<file path="config.mk">
export PLATFORM = sky130hd
export DESIGN_NAME = scan_index_sequencer
export DESIGN_NICKNAME = d
export VERILOG_FILES = /design/src/rtl/scan_index_sequencer.sv
export SDC_FILE = /design/constraint.sdc
export NUM_CORES = 1
export LEC_CHECK = 0
export CORE_UTILIZATION = 55
export CTS_CLUSTER_SIZE = 14
export DETAILED_ROUTE_END_ITERATION = 8
export PLACE_DENSITY = 0.81
export SLEW_MARGIN = 20
export SYNTH_ARGS = -nofsm -noshare
export SYNTH_HDL_FRONTEND = slang
export SYNTH_SLANG_ARGS = --single-unit
</file>
<file path="constraint.sdc">
create_clock -name clk -period 2.6 [get_ports clk]
set_input_delay 0.65 -clock clk [delete_from_list [all_inputs] [get_ports clk]]
set_output_delay 0.65 -clock clk [all_outputs]
set_load 0.02 [all_outputs]
</file>
<file path="src/rtl/scan_index_sequencer.sv">
// scan_index_sequencer
//   Upstream stage for the 4-to-16 enable-gated one-hot decoder. Walks a
//   latched 16-bit channel mask in ascending index order, holding each
//   selected channel enabled for dwell+1 cycles. An optional gap with the
//   enable low separates channels. Supports single-pass and continuous
//   scanning, stop, pass counting and an end-of-pass pulse.
//
// Ports
//   clk         rising-edge clock
//   reset       synchronous, active-high reset
//   start       begin a scan (acted on only when idle)
//   stop        abort the scan (acted on while busy)
//   continuous  at pass end: 1 = wrap and continue, 0 = finish (sampled live)
//   chan_mask   channels to visit, latched on an accepted start
//   dwell       dwell length minus one, latched on an accepted start
//   binary_out  channel index to the decoder
//   enable_out  decoder enable
//   busy        high while scanning (dwell or gap)
//   scan_done   one-cycle pulse at the end of each completed pass
//   pass_count  completed passes since the last accepted start, saturating
module scan_index_sequencer #(
  parameter int unsigned DWELL_WIDTH = 8,
  parameter int unsigned GAP_CYCLES  = 1
) (
  input  logic                   clk,
  input  logic                   reset,
  input  logic                   start,
  input  logic                   stop,
  input  logic                   continuous,
  input  logic [15:0]            chan_mask,
  input  logic [DWELL_WIDTH-1:0] dwell,
  output logic [3:0]             binary_out,
  output logic                   enable_out,
  output logic                   busy,
  output logic                   scan_done,
  output logic [7:0]             pass_count
);

  typedef enum logic [1:0] {
    S_IDLE,
    S_DWELL,
    S_GAP
  } state_t;

  localparam int unsigned GW = (GAP_CYCLES > 1) ? $clog2(GAP_CYCLES) : 1;
  localparam logic [GW-1:0] GAP_LAST = GW'((GAP_CYCLES > 0) ? GAP_CYCLES - 1 : 0);

  state_t                 state_q, state_d;
  logic [15:0]            mask_q, mask_d;
  logic [DWELL_WIDTH-1:0] dwell_q, dwell_d;
  logic [DWELL_WIDTH-1:0] timer_q, timer_d;
  logic [GW-1:0]          gap_q, gap_d;
  logic [3:0]             bin_q, bin_d;
  logic                   en_q, en_d;
  logic                   busy_q, busy_d;
  logic                   done_q, done_d;
  logic [7:0]             pass_q, pass_d;
  logic [4:0]             nxt;

  // {found, index} of the lowest set bit strictly above idx.
  function automatic logic [4:0] next_above(input logic [15:0] m, input logic [3:0] idx);
    logic [4:0] r;
    r = '0;
    for (int unsigned i = 0; i < 16; i++) begin
      if (!r[4] && m[i] && (i > 32'(idx))) r = {1'b1, i[3:0]};
    end
    return r;
  endfunction

  function automatic logic [3:0] lowest_set(input logic [15:0] m);
    logic [3:0] r;
    logic       f;
    r = '0;
    f = 1'b0;
    for (int unsigned i = 0; i < 16; i++) begin
      if (!f && m[i]) begin
        r = i[3:0];
        f = 1'b1;
      end
    end
    return r;
  endfunction

  always_comb begin
    state_d = state_q;
    mask_d  = mask_q;
    dwell_d = dwell_q;
    timer_d = timer_q;
    gap_d   = gap_q;
    bin_d   = bin_q;
    en_d    = en_q;
    busy_d  = busy_q;
    done_d  = 1'b0;
    pass_d  = pass_q;
    nxt     = next_above(mask_q, bin_q);

    unique case (state_q)
      S_IDLE: begin
        if (start && !stop && (chan_mask != '0)) begin
          mask_d  = chan_mask;
          dwell_d = dwell;
          pass_d  = '0;
          state_d = S_DWELL;
          bin_d   = lowest_set(chan_mask);
          en_d    = 1'b1;
          busy_d  = 1'b1;
          timer_d = '0;
        end
      end

      S_DWELL: begin
        if (stop) begin
          state_d = S_IDLE;
          en_d    = 1'b0;
          busy_d  = 1'b0;
        end else if (timer_q != dwell_q) begin
          timer_d = timer_q + 1'b1;
        end else if (nxt[4]) begin
          if (GAP_CYCLES == 0) begin
            state_d = S_DWELL;
            bin_d   = nxt[3:0];
            timer_d = '0;
          end else begin
            state_d = S_GAP;
            en_d    = 1'b0;
            gap_d   = '0;
          end
        end else begin
          // Last dwell of the highest channel: pass end.
          done_d = 1'b1;
          pass_d = (pass_q == 8'hFF) ? pass_q : pass_q + 8'd1;
          if (!continuous) begin
            state_d = S_IDLE;
            en_d    = 1'b0;
            busy_d  = 1'b0;
          end else if (GAP_CYCLES == 0) begin
            state_d = S_DWELL;
            bin_d   = lowest_set(mask_q);
            timer_d = '0;
          end else begin
            state_d = S_GAP;
            en_d    = 1'b0;
            gap_d   = '0;
          end
        end
      end

      S_GAP: begin
        if (stop) begin
          state_d = S_IDLE;
          en_d    = 1'b0;
          busy_d  = 1'b0;
        end else if (gap_q == GAP_LAST) begin
          // No higher channel means this gap follows a pass end: wrap.
          state_d = S_DWELL;
          bin_d   = nxt[4] ? nxt[3:0] : lowest_set(mask_q);
          en_d    = 1'b1;
          timer_d = '0;
        end else begin
          gap_d = gap_q + 1'b1;
        end
      end

      default: begin
        state_d = S_IDLE;
        en_d    = 1'b0;
        busy_d  = 1'b0;
      end
    endcase
  end

  always_ff @(posedge clk) begin
    if (reset) begin
      state_q <= S_IDLE;
      mask_q  <= '0;
      dwell_q <= '0;
      timer_q <= '0;
      gap_q   <= '0;
      bin_q   <= '0;
      en_q    <= 1'b0;
      busy_q  <= 1'b0;
      done_q  <= 1'b0;
      pass_q  <= '0;
    end else begin
      state_q <= state_d;
      mask_q  <= mask_d;
      dwell_q <= dwell_d;
      timer_q <= timer_d;
      gap_q   <= gap_d;
      bin_q   <= bin_d;
      en_q    <= en_d;
      busy_q  <= busy_d;
      done_q  <= done_d;
      pass_q  <= pass_d;
    end
  end

  assign binary_out = bin_q;
  assign enable_out = en_q;
  assign busy       = busy_q;
  assign scan_done  = done_q;
  assign pass_count = pass_q;

endmodule

</file>
==> results of run 1 <==
report_power, final:
part / leakage (uW) / switching (uW) / internal [uW]
combinational: 0.000913 / 208 / 185
sequential: 0.000398 / 44.2 / 777
clock: 0.0000585 / 257 / 314
total: 0.00137 / 509 / 1280
layer usage:
layer / part of all wire (%) / vias up / GRT usage (%)
met5: 0 / - / 0
met4: 1.0 / 0 / 7.00
met3: 5.9 / 11 / 5.29
met2: 47 / 115 / 48.2
met1: 46 / 1457 / 38.9
li1: - / 1536 / -
stage by stage:
| stage | util, % | power (uW) |
|---|---|---|
| after detailed placement | 69.9 | 1220 |
| after global placement | 69.9 | 1210 |
| after global routing | 72.1 | 1860 |
| final | 72.1 | 1790 |
| after CTS | 72.1 | 1780 |
| after floorplan | - | 1070 |
final cells by class:
type	instances	area, um2	share of cell area [%]
repair buffers	69	626	16.8
multi-input cells	314	1880	50.5
inverters	10	37.5	1.01
clock inverters	1	30.0	0.805
flip-flops and latches	49	981	26.3
clock buffers	7	86.3	2.31
well taps	70	87.6	2.35
kinds of logic (layout without fill, tap and decap cells):
| family | after synthesis | count (layout) |
|---|---|---|
| buffers and inverters | 26 | 87 |
| AOI/OAI and AO/OA | 102 | 102 |
| xor gates and xnor gates | 14 | 14 |
| and+or+nand+nor | 190 | 190 |
| DFF | 49 | 49 |
| adders and majority gates | 3 | 3 |
| muxes | 5 | 5 |
final timing paths:
kind	to	slack (ps)	cells past startpoint
max reg2reg	pass_count[0]	330	6
min	dwell_q[5]	470	2
min reg2reg	dwell_q[5]	470	2
max	pass_count[6]	230	8
placed cells by master (no fill, tap or decap), types with 3 or more instances in the layout:
| cell type | netlist | layout |
|---|---|---|
| o31ai_1 | 5 | 5 |
| o311ai_0 | 3 | 3 |
| nor3_1 | 4 | 4 |
| dfxtp_1 | 49 | 49 |
| nor4_1 | 5 | 5 |
| o21ai_0 | 7 | 7 |
| clkdlybuf4s50_1 | 0 | 43 |
| buf_4 | 1 | 26 |
| nand2_1 | 74 | 74 |
| nand3_1 | 19 | 19 |
| nor2_1 | 31 | 31 |
| nand4_1 | 9 | 9 |
| inv_1 | 10 | 10 |
| a21o_1 | 3 | 3 |
| mux2i_1 | 4 | 4 |
| xnor2_1 | 14 | 14 |
| o211ai_1 | 4 | 4 |
| and2_1 | 4 | 4 |
| clkbuf_8 | 0 | 6 |
| a31oi_1 | 4 | 4 |
| and3_1 | 3 | 3 |
| nand4b_1 | 3 | 3 |
| nor2b_1 | 5 | 5 |
| nand2b_1 | 11 | 11 |
| a211oi_1 | 5 | 5 |
| and4_1 | 4 | 4 |
| o21bai_1 | 5 | 5 |
| a21oi_1 | 41 | 41 |
| nand3b_1 | 3 | 3 |
flip-flops by register name, indices dropped and copies added (netlist names):
name        count
mask_q         16
dwell_q         8
pass_count      8
timer_q         8
binary_out      4
state_q         2
busy            1
enable_out      1
scan_done       1
worst reg2reg max path, stage by stage (launching register included):
cell and delay (ps):
dfxtp_1 670, nor2_1 200, a22oi_2 290, and4_4 310, and4_1 240, mux2_2 340
a21oi_1 140
==> metrics.txt, run 1 <==
library cell with the largest summed area after synthesis dfxtp_1; flop and latch count out of synthesis 49; aggregate global routing overflow 0; global-route wire length before repair 12,600 um; Via-to-Cell Ratio 6.00; 1st-iter DRT viols 268; final critical delay including setup and external delays 2370 ps; worst slew margin relative to its limit 58.0%; adder-cell area share of the yosys netlist 1.18%; Fin Setup TNS 0 ps; first element of the critical path chan_mask[12]; fraction of the yosys area taken by sequential cells 32.9%; highest net fanout along the worst path 12; number of instances in the placed design 512; outcome complete, no violations; number of max-slew violations in the final report 0; Critical-path top delay cell clkdlybuf4s50_1; antenna violations before repair 0; highest clock frequency the design can meet 422 MHz; setup repair after global routing missed its margin false; TritonCTS Sinks 49; library cell with the highest instance count after synthesis nand2_1; commonest register cell after synthesis dfxtp_1; site row count 26; number of I/O port buffers 43; nets in the synthesized netlist 420; DRC violations left 0; count of boundary I/O pins 44; worst ir drop on vdd 0.356 mV; final hold slack 474 ps; remaining antenna violation count 0; area overhead of the layout relative to synthesis 25.2%; Clock Skews 6.33 ps; overall die height 75.6 um; proportion of netlist area held by the largest area contributor 32.9%; startpoint class of the critical path primary input; deepest level of the CTS H-tree 2; PD cells 479 mW/mm2; layout cells sized above 1 10.7%; detailed-routing iteration count for the pre-antenna-repair pass 5; share of the synthesized area in compound gates (AO/OA/AOI/OAI) 22.8%; total buffers and inverters traversed by the critical path 2; largest net degree at the start of global routing 27; longest individual stage delay on the worst path 430 ps; crit path setup slack, layout 231 ps; Yosys cell types 67; Netlist Area Pre-Place 0.00298 mm2; dominant combinational cell family by area after synthesis simple AND/OR/NAND/NOR gates; vias in the first global route 2,717; transition time of the tightest slew-check pin 625 ps; data arrival time at the worst-slack endpoint 2620 ps; mean instance size in the synthesized netlist 7.66 um2; Die Outline Area 0.00571 mm2; CTS max path bufs 2; Final setup viols 0; Syn Inst Count 389; clk slew on worst S/H paths 90 ps; ordered list of cells on the worst path clkdlybuf4s50_1 -> nor4_2 -> nand4_2 -> and2_1 -> nor2_1 -> buf_4 -> o311ai_0 -> nand2_1; kind of critical path in -> reg; type of the most critical hold path reg -> reg; Clock Root Buffer clkbuf_8; top cell types by occurrence after synthesis nand2_1 (74), dfxtp_1 (49), a21oi_1 (41), nor2_1 (31), nand3_1 (19); fin crit share 91.1%; XOR/XNOR share of the synthesized area 4.12%; initial core utilization 57.6%; number of buffers inserted during clock tree synthesis 5; sum of routed wire length over all layers 7940 um; via count of the routed design 3,119; number of nets in the layout 480; total core area 0.00517 mm2; antenna diode instance count 0; clock tree from TritonCTS done; Post-CTS Resized 0; placed wire-length estimate 6010 um; number of synthesized flops with an enable pin 0; Synth async-reset ratio 0%; post-CTS setup buffer count 0; die width 75.6 um; most area-consuming cells after synthesis dfxtp_1 (33%), nand2_1 (9.3%), a21oi_1 (6.9%); multiplexer fraction of the synthesized cell area 1.72%; kind of end point of the critical path flip-flop; GRT Total Usage 28.9%; hold bufs inserted after CTS 0; cell area after placement 0.00361 mm2; Worst Min Path Start dwell_q[5]; cell type group with the largest total delay on the critical path simple AND/OR/NAND/NOR gates; number of fill cells 429; Hold Vio Cnt, Final 0; beginning of the worst register-to-register path binary_out[1]; number of warnings issued by yosys 0; Placement Setup Slack -81.8 ps; Post-Layout Cell Count 520; cell leakage power 0.00137 uW; placer's final routability congestion estimate 0.886; required time of the critical path 2850 ps; WL per Instance 15.3 um; synthesized-area fraction occupied by and/or/nand/nor cells 33.4%; total non-filler cell area in the finished layout 0.00373 mm2; max cap viols 0; clock latency on the worst-skew pair 300 ps
(Power assumes the default switching activity.)
==> inputs of run 2 (changes only) <==
- clock period: 2.6 -> 2.7 ns (I/O delays scaled with it)
==> run 2 against run 1 <==
Against the previous run:
- sequential share of layout area is 0.63 points higher
- clock-buffer cell count is 2 lower
- cell count is 1.9% lower
- combinational power is 5.9% lower
- flip-flop and latch count stayed put
- critical path depth is 1 lower
- sequential power is 3.7% lower
- global-route usage is 0.64 points higher
- critical endpoint is now timer_q[5]
- largest power group unchanged
- highest routed layer unchanged
==> metrics.txt, run 2 (synthesis results as in run 1) <==
CTS max path bufs 2; outcome complete, no violations; Clock Root Buffer clkbuf_8; kind of critical path in -> reg; clock tree from TritonCTS done; total core area 0.00517 mm2; overall die height 75.6 um; Critical-path top delay cell clkdlybuf4s50_1; vias in the first global route 2,675; most frequent cells in the layout nand2_1 (74), dfxtp_1 (49), clkdlybuf4s50_1 (43); PD cells 442 mW/mm2; number of I/O port buffers 43; cell area after placement 0.00355 mm2; worst slew margin relative to its limit 59.2%; antenna diode instance count 0; number of buffers inserted during clock tree synthesis 5; Hold Path Depth 2; kind of end point of the critical path flip-flop; post-CTS setup buffer count 0; WHS Endpoint dwell_q[2]; sum of routed wire length over all layers 7840 um; site row count 26; cell leakage power 0.00132 uW; number of max-slew violations in the final report 0; number of flip-flops under the largest register name 16; worst ir drop on vdd 0.384 mV; die width 75.6 um; WL per Instance 15.4 um; type of the most critical hold path reg -> reg; clk slew on worst S/H paths 100 ps; register ranked first by flip-flop count mask_q; TritonCTS Sinks 49; clock latency on the worst-skew pair 310 ps; required time of the critical path 2950 ps; remaining antenna violation count 0; number of instances in the placed design 502; Worst Min Path Start dwell_q[2]; most common cell after layout, fill and taps aside nand2_1; data arrival time at the worst-slack endpoint 2660 ps; fin crit share 89.1%; layout cells sized above 1 8.86%; count of boundary I/O pins 44; Hold Vio Cnt, Final 0; area overhead of the layout relative to synthesis 22.3%; longest individual stage delay on the worst path 440 ps; end of the worst register-to-register path busy; Clock Skews 10.2 ps; placed wire-length estimate 5970 um; highest clock frequency the design can meet 416 MHz; Final setup viols 0; placer's final routability congestion estimate 0.895; slack of the worst reg-to-reg path 500 ps; Via-to-Cell Ratio 6.07; number of nets in the layout 470; number of fill cells 442; GRT Total Usage 29.6%; DRC violations left 0; R2R depth 5; Post-Layout Cell Count 510; final critical delay including setup and external delays 2410 ps; Post-CTS Resized 0; detailed-routing iteration count for the pre-antenna-repair pass 5; highest net fanout along the worst path 7; largest net degree at the start of global routing 27; startpoint class of the critical path primary input; antenna violations before repair 0; initial core utilization 57.6%; transition time of the tightest slew-check pin 610 ps; setup repair after global routing missed its margin false; global-route wire length before repair 12,600 um; max cap viols 0; total non-filler cell area in the finished layout 0.00364 mm2; total buffers and inverters traversed by the critical path 1; hold bufs inserted after CTS 0; aggregate global routing overflow 0; deepest level of the CTS H-tree 2; Die Outline Area 0.00571 mm2; ordered list of cells on the worst path clkdlybuf4s50_1 -> nor4_2 -> nand4_2 -> a21oi_2 -> nand2_1 -> nand4_1 -> mux2i_1; via count of the routed design 3,096; beginning of the worst register-to-register path binary_out[1]; 1st-iter DRT viols 306; cell type group with the largest total delay on the critical path simple AND/OR/NAND/NOR gates
## run 2: cell types whose count changed in the layout (fill, tap and decap cells not counted), sizes merged
cell / change
clkbuf: -2
clkinv: +3
buf: -10
bufinv: -1
## run 2: per-layer routing
metal | up-vias | routed length, um | global-route usage [%]
met5 | - | 0 | 0
li1 | 1512 | - | -
met1 | 1454 | 3520 | 39.4
met2 | 118 | 3670 | 47.3
met3 | 12 | 528 | 6.88
met4 | 0 | 121 | 10.1
## run 2: worst reg2reg max path: stages, from the launching register on
cell	delay [ps]
dfxtp_1	490
o41ai_1	650
nor2_1	200
nand3_1	250
nor2_1	90
a2111oi_0	390
## run 2: how the worst max path moves through the flow
stage | startpoint | endpoint | slack (ps) | cells after the start
6_report | chan_mask[4] | timer_q[5] | 290 | 7
5_1_grt | stop | busy | 100 | 6
4_1_cts | chan_mask[4] | timer_q[5] | 300 | 7
3_5_place_dp | chan_mask[4] | timer_q[5] | -20 | 7
3_3_place_gp | chan_mask[12] | timer_q[5] | 60 | 7
2_1_floorplan | chan_mask[4] | binary_out[1] | 580 | 7
## run 2: metrics by stage
step	util [%]	hold WS [ps]	power, uW	TNS [ps]	setup slack, ps
5_1_grt	70.4	505	1680	0	99.1
4_1_cts	70.4	480	1610	0	295
3_3_place_gp	68.7	461	1160	0	56.4
2_1_floorplan	-	449	1030	0	582
3_5_place_dp	68.7	466	1170	-24.8	-24.7
6_report	70.4	476	1610	0	294
## run 2: report_power, final
group	internal (uW)	total, uW	switching [uW]
Clock	184	449	264
Combinational	172	370	198
Sequential	749	791	42.7
Total	1110	1610	505
## run 2: final cells by class
cell class,instances,area [um2],area share (%)
Multi-Input combinational cell,314,1880,51.7
Sequential cell,49,981,26.9
Timing Repair Buffer,59,563,15.5
Tap cell,70,87.6,2.40
Clock buffer,5,68.8,1.89
Inverter,10,37.5,1.03
Clock inverter,3,22.5,0.618
